==> src/rtl/alien_swarm_ctrl.sv <==
// Alien formation controller: marches the 3x2 swarm across the playfield, clears aliens hit by
// the projectile, and ends the game when the swarm reaches the win line.
module alien_swarm_ctrl #(
   parameter int unsigned LEFT_BOUND        = 144,
   parameter int unsigned RIGHT_BOUND       = 584,
   parameter int unsigned TOP_BOUND         = 134,
   parameter int unsigned GRID_WIDTH        = 40,
   parameter int unsigned ALIENS_WIN_LINE   = 444,
   parameter int unsigned PROJECTILE_WIDTH  = 14,
   parameter int unsigned PROJECTILE_HEIGHT = 14,
   parameter int unsigned MOVE_PERIOD       = 30
) (
   input  logic       clk_25MHz,
   input  logic       d_reset,
   input  logic       frame_tick,
   input  logic [9:0] projectile_x,
   input  logic [9:0] projectile_y,
   input  logic       projectile_active,
   output logic [9:0] aliens_x,
   output logic [9:0] aliens_y,
   output logic [5:0] index_aliens,
   output logic       hit,
   output logic       game_over,
   output logic       all_clear
);

   localparam int unsigned CntW = (MOVE_PERIOD > 1) ? $clog2(MOVE_PERIOD) : 1;
   localparam logic [CntW-1:0] CntLast = CntW'(MOVE_PERIOD - 1);

   localparam logic [9:0]  GStep  = 10'(GRID_WIDTH);
   localparam logic [10:0] G      = 11'(GRID_WIDTH);
   localparam logic [10:0] G3     = 11'(3 * GRID_WIDTH);
   localparam logic [10:0] G6     = 11'(6 * GRID_WIDTH);
   localparam logic [10:0] RightB = 11'(RIGHT_BOUND);
   localparam logic [10:0] LeftG  = 11'(LEFT_BOUND + GRID_WIDTH);
   localparam logic [10:0] WinY   = 11'(ALIENS_WIN_LINE);
   localparam logic [10:0] Pw     = 11'(PROJECTILE_WIDTH);
   localparam logic [10:0] Ph     = 11'(PROJECTILE_HEIGHT);

   typedef enum logic [1:0] {StMarchR, StMarchL, StOver, StClear} state_e;

   state_e          state;
   logic [CntW-1:0] frame_cnt;
   logic [10:0]     ax11, ay11, px11, py11, bottom;
   logic [10:0]     alien_x [6];
   logic [10:0]     alien_y [6];
   logic [5:0]      overlap, hit_sel;
   logic            step;

   assign ax11      = {1'b0, aliens_x};
   assign ay11      = {1'b0, aliens_y};
   assign px11      = {1'b0, projectile_x};
   assign py11      = {1'b0, projectile_y};
   assign step      = frame_tick && (frame_cnt == CntLast);
   assign all_clear = (index_aliens == 6'd0);

   // Aliens sit on a 2G pitch: bits 0-2 form the top row, bits 3-5 the row below.
   always_comb begin
      overlap = '0;
      for (int i = 0; i < 6; i++) begin
         alien_x[i] = ax11 + 11'((i % 3) * 2 * GRID_WIDTH);
         alien_y[i] = ay11 + 11'((i / 3) * 2 * GRID_WIDTH);
         overlap[i] = index_aliens[i] && projectile_active
                      && (px11 < alien_x[i] + G) && (px11 + Pw > alien_x[i])
                      && (py11 < alien_y[i] + G) && (py11 + Ph > alien_y[i]);
      end
      hit_sel = overlap & (~overlap + 6'd1);
   end

   always_comb begin
      if (|index_aliens[5:3])      bottom = ay11 + G3;
      else if (|index_aliens[2:0]) bottom = ay11 + G;
      else                         bottom = '0;
   end

   always_ff @(posedge clk_25MHz) begin
      if (d_reset) begin
         aliens_x     <= 10'(LEFT_BOUND);
         aliens_y     <= 10'(TOP_BOUND);
         index_aliens <= 6'b111111;
         hit          <= 1'b0;
         game_over    <= 1'b0;
         frame_cnt    <= '0;
         state        <= StMarchR;
      end else begin
         hit <= 1'b0;
         case (state)
            StMarchR, StMarchL: begin
               // Clear and win-line exits freeze the swarm on the transition edge.
               if (index_aliens == 6'd0) begin
                  state <= StClear;
               end else if (bottom > WinY) begin
                  state     <= StOver;
                  game_over <= 1'b1;
               end else begin
                  if (|hit_sel) begin
                     index_aliens <= index_aliens & ~hit_sel;
                     hit          <= 1'b1;
                  end
                  if (step) begin
                     frame_cnt <= '0;
                     if (state == StMarchR) begin
                        if (ax11 + G6 < RightB) begin
                           aliens_x <= aliens_x + GStep;
                        end else begin
                           aliens_y <= aliens_y + GStep;
                           state    <= StMarchL;
                        end
                     end else begin
                        if (ax11 >= LeftG) begin
                           aliens_x <= aliens_x - GStep;
                        end else begin
                           aliens_y <= aliens_y + GStep;
                           state    <= StMarchR;
                        end
                     end
                  end else if (frame_tick) begin
                     frame_cnt <= frame_cnt + CntW'(1);
                  end
               end
            end
            default: ;
         endcase
      end
   end

endmodule

==> config.mk <==
export PLATFORM = sky130hd
export DESIGN_NAME = alien_swarm_ctrl
export DESIGN_NICKNAME = d
export VERILOG_FILES = /design/src/rtl/alien_swarm_ctrl.sv
export SDC_FILE = /design/constraint.sdc
export NUM_CORES = 1
export LEC_CHECK = 0
export ABC_AREA = 0
export BUFFER_PORTS_ARGS = -buffer_cell sky130_fd_sc_hd__buf_4
export CAP_MARGIN = 15
export CORE_MARGIN = 2
export CORE_UTILIZATION = 35
export CTS_BUF_LIST = sky130_fd_sc_hd__clkbuf_2
export CTS_CLUSTER_SIZE = 12
export DETAILED_ROUTE_END_ITERATION = 16
export PLACE_DENSITY = 0.63
export SETUP_SLACK_MARGIN = 0.2
export SYNTH_ARGS = -nofsm -noshare
export SYNTH_HDL_FRONTEND = slang
export SYNTH_SLANG_ARGS = --single-unit
==> constraint.sdc <==
create_clock -name clk_25MHz -period 3.9 [get_ports clk_25MHz]
set_clock_uncertainty 0.15 [all_clocks]
set_input_delay 0.585 -clock clk_25MHz [delete_from_list [all_inputs] [get_ports clk_25MHz]]
set_output_delay 0.585 -clock clk_25MHz [all_outputs]
set_load 0.03 [all_outputs]
# ---- Word level (Yosys, flattened, before mapping)
# Cells that the tools add are included.
dict set report classes {
  add_sub_neg 17
  n_mul 0
  div 0
  order_cmp 13
  eq_ne 7
  shifts 0
  muxes 17
  bitwise_logic 7
  n_reduce_logical 47
}
# operator n
set op_table {}
lappend op_table {{2-to-1 mux 10 bit} 6}
lappend op_table {{less-than comparator 10 x 11 -> 1 bit} 5}
lappend op_table {{adder 10 x 7 -> 11 bit, second input constant} 3}
lappend op_table {{adder 11 x 6 -> 11 bit, second input constant} 3}
lappend op_table {{> comparator 11 bit} 3}
lappend op_table {{logical AND 1 bit} 31}
lappend op_table {{adder 10 x 4 -> 11 bit, second input constant} 2}
lappend op_table {{adder 10 x 6 -> 11 bit, second input constant} 2}
lappend op_table {{adder 10 x 8 -> 11 bit, second input constant} 2}
lappend op_table {{> comparator 11 x 10 -> 1 bit} 2}
lappend op_table {{2-to-1 mux 11 bit} 2}
lappend op_table {{adder 10 x 6 -> 10 bit, second input constant} 2}
lappend op_table {{AND 6 bit} 2}
lappend op_table {{2-to-1 mux 2 bit} 6}
lappend op_table {{inverter 6 bit} 2}
lappend op_table {{AND reduction 4 bit} 3}
lappend op_table {{AND reduction 6 bit} 2}
lappend op_table {{> comparator 11 x 9 -> 1 bit, second input constant} 1}
lappend op_table {{less-than comparator 11 x 10 -> 1 bit, second input constant} 1}
lappend op_table {{greater-or-equal comparator 10 x 8 -> 1 bit, second input constant} 1}
lappend op_table {{2-to-1 mux 5 bit} 2}
lappend op_table {{subtractor 10 x 6 -> 10 bit, second input constant} 1}
lappend op_table {{!= test 4 bit, second input constant} 2}
lappend op_table {{adder 6 x 1 -> 6 bit, second input constant} 1}
lappend op_table {{16 further kinds} 21}
dict set report word_totals {
  register_bits 35
  latch_bits 0
  mem_bits_rw 0
  mem_bits_ro 0
  wordCells 115
  mem_count 0
}

# ---- Logic depth before layout (Yosys ltp)
# Gate-level depths: netlist of run 1.
dict set report depth {
  depth_word 12
  ltp_mapped 15
  mapped_depth_nobuf 14
}

# ---- Least setup slack after synthesis of run 1
# No wires, ideal clock.
dict set report synth_timing {
  path_type {register to register}
  from {register aliens_x[5]}
  to {register index_aliens[2]}
  arrival_time_ns 3.339
  t_required_ns 3.618
  slack_ns 0.279
  stages_incl_launch_ff 14
  synth_period_minus_slack_ns 3.621
  path_cell_list {dfxtp_1 > inv_1 > ha_1 > inv_1 > or3b_2 > xnor2_1 > ha_1 > a211oi_1 > nand3_1 > nor2_1 > nor3_1 > or3_1 > nor3_1 > o21ai_1}
}
dict set report synth_between {
  elab_chain_cells 12
  word_cells_on_any_way 42
}
# element line_no
set synth_lines {}
lappend synth_lines {{start: declaration} 19} ;# output logic [9:0] aliens_x,
lappend synth_lines {{start signal: assignment} 78} ;# aliens_x <= 10'(LEFT_BOUND);
lappend synth_lines {{start signal: assignment} 104} ;# aliens_x <= aliens_x + GStep;
lappend synth_lines {{start signal: assignment} 111} ;# aliens_x <= aliens_x - GStep;
lappend synth_lines {{adder 10 x 7 -> 11 bit or adder 10 x 8 -> 11 bit (tied branches)} 61} ;# alien_x[i] = ax11 + 11'((i % 3) * 2 * GRID_WIDTH);
lappend synth_lines {{adder 11 x 6 -> 11 bit} 64} ;# && (px11 < alien_x[i] + G) && (px11 + Pw > alien_x[i])
lappend synth_lines {{less-than comparator 10 x 11 -> 1 bit} 64}
lappend synth_lines {{logical AND 1 bit (2 in a row)} 64}
lappend synth_lines {{logical AND 1 bit (2 in a row)} 65} ;# && (py11 < alien_y[i] + G) && (py11 + Ph > alien_y[i]);
lappend synth_lines {{inverter 6 bit} 67} ;# hit_sel = overlap & (~overlap + 6'd1);
lappend synth_lines {{adder 6 x 1 -> 6 bit} 67}
lappend synth_lines {{AND 6 bit (*)} 67}
lappend synth_lines {{OR reduction 6 bit or inverter 6 bit (tied branches)} {96, 97}}
lappend synth_lines {{AND reduction 4 bit (no source line) or AND 6 bit (tied branches)} -}
lappend synth_lines {{end signal: assignment} 97} ;# index_aliens <= index_aliens & ~hit_sel;
lappend synth_lines {{end: declaration} 21} ;# output logic [5:0] index_aliens,
# Every way passes the cells marked *; elsewhere a longest branch is shown, timed or not.
# A chain may end at the register's enable or synchronous reset.

# ---- Final worst setup path of run 1
# Same ends and word-level chain as after synthesis.

==> results of run 1 <==
==> area by class of cell <==
type,instances,area [µm²],area share
tap,172,215,0.0422
clock inverter,3,41.3,0.00810
clock buffer,5,25.0,0.00491
inverter,35,131,0.0258
multi-input combinational,463,3660,0.719
sequential,29,584,0.115
timing repair buffer,58,435,0.0854
==> worst min-delay path by stage <==
| stage | slack, ns | from | end | cells after the start |
|---|---|---|---|---|
| after global routing | 0.36 | d_reset | aliens_y[5] | 2 |
| after global placement | 0.32 | frame_cnt[3] | frame_cnt[3] | 2 |
| final | 0.36 | frame_cnt[3] | frame_cnt[3] | 2 |
| after floorplan | 0.30 | frame_cnt[3] | frame_cnt[3] | 2 |
| after detailed placement | 0.34 | frame_cnt[3] | frame_cnt[3] | 2 |
| after CTS | 0.36 | frame_cnt[3] | frame_cnt[3] | 2 |
==> timing repair <==
action                     4_1_cts  5_1_grt
setup endpoints to repair        4        6
pin swaps                        0        1
resized for setup                1       13
==> power groups by stage <==
stage / Combinational, mW / Clock [mW] / Sequential, mW
2_1_floorplan: 0.134 / 0 / 0.317
4_1_cts: 0.213 / 0.234 / 0.306
6_report: 0.219 / 0.232 / 0.306
5_1_grt: 0.244 / 0.245 / 0.307
3_3_place_gp: 0.204 / 0 / 0.312
3_5_place_dp: 0.211 / 0 / 0.312
==> layout by cell type (no fill, tap or decap), types with 5 or more instances in the layout <==
cell | netlist | layout
a211oi_1 | 5 | 5
a21o_1 | 10 | 10
a21oi_1 | 40 | 40
a31oi_1 | 7 | 7
and3_1 | 9 | 9
buf_4 | 7 | 58
clkbuf_2 | 0 | 5
conb_1 | 2 | 6
dfxtp_1 | 29 | 26
ha_1 | 90 | 89
inv_1 | 35 | 35
nand2_1 | 23 | 23
nand2b_1 | 8 | 8
nand3_1 | 12 | 12
nand4_1 | 11 | 11
nor2_1 | 30 | 30
nor2b_1 | 5 | 5
nor3_1 | 13 | 11
o2111ai_1 | 9 | 9
o21a_1 | 5 | 5
o21ai_0 | 28 | 26
o21ai_1 | 5 | 6
o21bai_1 | 5 | 5
or3_1 | 8 | 8
xnor2_1 | 39 | 39
xor2_1 | 16 | 16
==> routing by layer <==
layer	up-vias	wire, µm	global-route usage	share of wire
li1	2111	-	-	-
met1	1985	5500	0.239	0.46
met2	117	5610	0.301	0.47
met3	16	664	0.0265	0.055
met4	0	216	0.0492	0.018
met5	-	0	0	0
==> synthesized netlist by cell type, types with 3 or more instances <==
library cell and instances:
a21bo_2 3, and2_1 3, a2111oi_0 3, o2111ai_1 9, or3_1 8, nand2_1 23, nand4_1 11, buf_2 3
a21oi_1 40, o21ai_1 5, o21ai_0 28, a31oi_1 7, a21o_1 10, nand3_1 12, a211oi_1 5, mux2i_1 4
inv_1 35, or4_1 3, o21a_1 5, nor3_1 13, ha_1 90, nand2b_1 8, o211ai_1 3, o21bai_1 5
xor2_1 16, buf_4 7, dfxtp_1 29, nor2b_1 5, clkbuf_1 10, xnor2_1 39, nand3b_1 3, nor2_1 30
and3_1 9
==> worst max-delay path, stage by stage, from the launching register on <==
cell and delay [ns]:
dfxtp_2 0.40, buf_4 0.17, ha_1 0.23, xor2_1 0.21, or3b_4 0.44, xnor2_1 0.15, ha_1 0.34, a211oi_1 0.22
nand3_1 0.10, nor2_1 0.14, nor3_2 0.09, or3_1 0.44, nor3_2 0.20, o21ai_1 0.07
==> sequential cells by signal (all words and copies together) (netlist names) <==
name	count
aliens_x	7
aliens_y	7
index_aliens	6
frame_cnt	5
state	2
game_over	1
hit	1
==> cells by family (layout without fill, tap and decap cells) <==
logic type,Yosys count,in the layout
AND/OR/NAND/NOR,150,150
AO/OA/AOI/OAI,156,156
buffers and inverters,56,101
XOR/XNOR,56,56
adder cells (fa/ha/maj),91,91
flip-flops,29,29
multiplexers,4,4
other,2,6
==> qor.txt, run 1 <==
P_leak = 2.24 nW
largest family of logic cells by synthesized area = adder cells
I/O pin total = 53
ANT nets after route = 0
Tot GR Track Use = 0.179
Initial Util = 0.356
IO buf count = 46
die height = 117 µm
critical path data required time = 4.01 ns
CTS Hold Buffers Added = 0
Layout area overhead = 15.0%
RSZ-0062 raised after global routing = false
largest net degree at the start of global routing = 23
Syn Inst Count = 544
clk slew on worst S/H paths = 0.18 ns
WL final = 12000 µm
Final Hold Viols = 0
switching power = 0.257 mW
Setup CP Type = reg2reg
fraction of registers with async set/reset = 0
Seq/Total Area, Yosys = 0.131
post-CTS setup buffer count = 0
drt wl/cell = 15.7 µm
endpoint class of the critical path = register
die area = 13600 µm²
global-route wire length before repair = 19600 µm
Peak VDD IR = 108 µV
Ant. Diodes = 0
drt first pass iters = 5
Util after Layout = 0.409
Skew-Pair Late Insertion Delay = 0.39 ns
dpl ws = 0.155 ns
Net Sw Frac = 0.339
final hold slack = 0.359 ns
Final Worst Setup Slack = 0.440 ns
Critical path origin = aliens_x[5]
max-cap viol count = 0
via count = 4229
dpl cells = 757
GRT overflow = 0
flop2flop setup slack = 0.44 ns
simple-gate area share of the yosys netlist = 0.190
number of DRC markers in iteration 0 = 210
part of the power in combinational logic = 0.289
initial antenna violation count = 0
Worst Setup EP = index_aliens[2]
Max transition margin = 0.592
Syn Area/Cell = 8.15 µm²
status = finished, final reports clean
fin nets = 707
Placed Area = 4990 µm²
Least-Margin Pin Slew = 0.604 ns
post-synthesis adder-cell area fraction = 0.259
Final TNS setup = 0 ns
clk sinks = 29
Core Box Area = 12500 µm²
worst r2r path cells = 13
proportion of layout cells with a drive suffix above 1 = 0.164
Seq pwr share = 0.404
Synth Warn # = 0
Max Freq = 289 MHz
Power Total = 0.757 mW
Netlist Area Pre-Place = 4430 µm²
Tightest Hold Check Type = reg2reg
CTS Buf Count = 5
Post-Synth XOR/XNOR Area = 0.112
clock share of power = 0.307
mux share of post-synthesis cell area = 0.00903
Final Non-Filler Cells = 765
max-slew violation count = 0
worst r2r dst = index_aliens[2]
fin crit share = 0.887
number of global-route vias before repair = 4124
GP Congestion = 0.905
via/cell ratio = 5.53
Min Clock Period, post-route = 3.46 ns
# DRC = 0
number of synthesized flops with an enable pin = 0
Final Cell Area = 5100 µm²
P_int = 0.501 mW
Final HPWL DP = 9850 µm
H-tree level count = 2
startpoint types = register
flops & latches, synth = 29
R2R Path Start = aliens_x[5]
Final setup viols = 0
post-synthesis cell type with the largest combined area = ha_1
fillcell total = 1280
library cells used by synthesis = 81
row count = 41
top cells by area, synth = ha_1 (25%), dfxtp_1 (13%), xnor2_1 (7.7%)
Clock Tree Root = clkbuf_2
Power Dens Cells = 149 nW/µm²
post-synth top area share = 0.254
CP Max Fanout = 8
CTS tree = built
CTS Buffer Depth = 2
main flop type after synthesis = dfxtp_1
compound-cell area share of the yosys netlist = 0.243
Arr. time, crit path = 3.57 ns
chip width = 117 µm
Power figures use the tool's default switching activity.
==> inputs of run 2 (changes only) <==
CORE_ASPECT_RATIO = 1.2   (was default)
==> run 2 against run 1 <==
Design area barely moved. Clock power fell by 6%. Non-clock buffer count rose by 1. Largest cell class unchanged. Via count fell by 0.52%. Worst setup slack got worse by 0.049 ns. Wire length rose by 2.8%. Sequential share of layout area barely moved. Maximum frequency fell by 1.4%. Highest routed layer unchanged. Die area barely moved. Clock-buffer cell count did not move.
==> qor.txt, run 2 (synthesis gave the netlist of run 1 again) <==
Setup CP Type = reg2reg
CTS Buf Count = 5
number of DRC markers in iteration 0 = 190
Arr. time, crit path = 3.60 ns
GP Congestion = 0.907
Final Hold Viols = 0
WL final = 12300 µm
Power Dens Cells = 146 nW/µm²
Worst path max stage delay = 0.51 ns
Initial Util = 0.355
initial antenna violation count = 0
Ant. Diodes = 0
clk sinks = 29
P_leak = 2.26 nW
fin crit share = 0.900
row count = 45
max-cap viol count = 0
Layout area overhead = 15.0%
CTS tree = built
critical path data required time = 3.99 ns
commonest cells after routing, fill and taps aside = ha_1 (88), buf_4 (58), a21oi_1 (39)
fin nets = 708
Clock Tree Root = clkbuf_2
Core Box Area = 12500 µm²
ANT nets after route = 0
I/O pin total = 53
number of global-route vias before repair = 4304
clk slew on worst S/H paths = 0.17 ns
largest net degree at the start of global routing = 23
Max transition margin = 0.620
post-CTS setup buffer count = 0
Final HPWL DP = 10100 µm
via/cell ratio = 5.56
Util after Layout = 0.408
RSZ-0062 raised after global routing = false
Max Freq = 285 MHz
H-tree level count = 2
critical path depth = 13
Final setup viols = 0
worst hold stages = 2
worst r2r path cells = 13
dpl cells = 750
Critical Path Most Common Cell = ha_1
leading cell type in the layout, fill and taps excluded = ha_1
CTS Buffer Depth = 2
Buffers & Inverters on Critical Path = 1
global-route wire length before repair = 20600 µm
CP Cell Sequence = buf_4 -> ha_1 -> xor2_1 -> or3b_2 -> xnor2_1 -> ha_1 -> a211oi_2 -> nand3_1 -> nor2_1 -> nor3_2 -> or3_1 -> nor3_1 -> o21ai_1
Peak VDD IR = 87.6 µV
status = finished, final reports clean
die area = 13600 µm²
endpoint class of the critical path = register
CTS Hold Buffers Added = 0
# DRC = 0
Least-Margin Pin Slew = 0.569 ns
fillcell total = 1318
drt first pass iters = 4
Tot GR Track Use = 0.186
via count = 4207
Skew-Pair Late Insertion Delay = 0.36 ns
Power Total = 0.744 mW
Tightest Hold Check Type = reg2reg
delay-heaviest family, CP = simple AND/OR/NAND/NOR gates
startpoint types = register
die height = 127 µm
Final TNS setup = 0 ns
Final Non-Filler Cells = 757
proportion of layout cells with a drive suffix above 1 = 0.169
slowest CP cell = or3b_2
max-slew violation count = 0
CP Max Fanout = 8
IO buf count = 46
Min Clock Period, post-route = 3.51 ns
drt wl/cell = 16.3 µm
GRT overflow = 0
chip width = 107 µm
Largest regs = aliens_x: 7 flops, aliens_y: 7 flops, index_aliens: 6 flops
## run 2: tightest hold or removal path: stages (launching register included)
cell and delay, ns:
dfxtp_1 0.35, o21ai_0 0.07, a21oi_1 0.06
## run 2: worst paths after layout
path / start / end / slack, ns
max reg2reg: aliens_x[5] / index_aliens[2] / 0.39
max: aliens_x[5] / index_aliens[2] / 0.39
min: frame_cnt[3] / frame_cnt[3] / 0.35
min reg2reg: frame_cnt[3] / frame_cnt[3] / 0.35
## run 2: layer usage
layer	global-route usage	vias to the layer above	wire [µm]
met5	0	-	0
li1	-	2105	-
met1	0.216	1976	5230
met3	0.0204	30	398
met4	0.0741	0	438
met2	0.347	96	6260
## run 2: cell type report
type / instances / area, µm² / area share
Sequential cell: 29 / 586 / 0.115
Timing Repair Buffer: 59 / 447 / 0.0877
Multi-Input combinational cell: 463 / 3670 / 0.720
Clock buffer: 5 / 25.0 / 0.00491
Clock inverter: 2 / 35.0 / 0.00688
Tap cell: 164 / 205 / 0.0403
Inverter: 35 / 131 / 0.0258
## run 2: report_power, final
group | leakage [nW] | total, mW | switching, mW | internal [mW]
sequential | 0.236 | 0.306 | 0.00454 | 0.301
combinational | 1.98 | 0.221 | 0.127 | 0.0935
clock | 0.0388 | 0.218 | 0.113 | 0.104
## run 2: metrics by stage
stage | hold WS (ns) | worst slack, ns | cell area, µm²
after floorplan | 0.304 | 0.279 | 4450
after global placement | 0.322 | 0.273 | 4990
after detailed placement | 0.332 | 0.193 | 4990
after CTS | 0.353 | 0.256 | 5050
after global routing | 0.358 | 0.206 | 5090
final | 0.348 | 0.391 | 5090
## run 2: what timing repair did
item / CTS / global route
resized for setup: 0 / 16
hold endpoints to repair: 0 / 0
endpoints found under the setup margin: 0 / 6
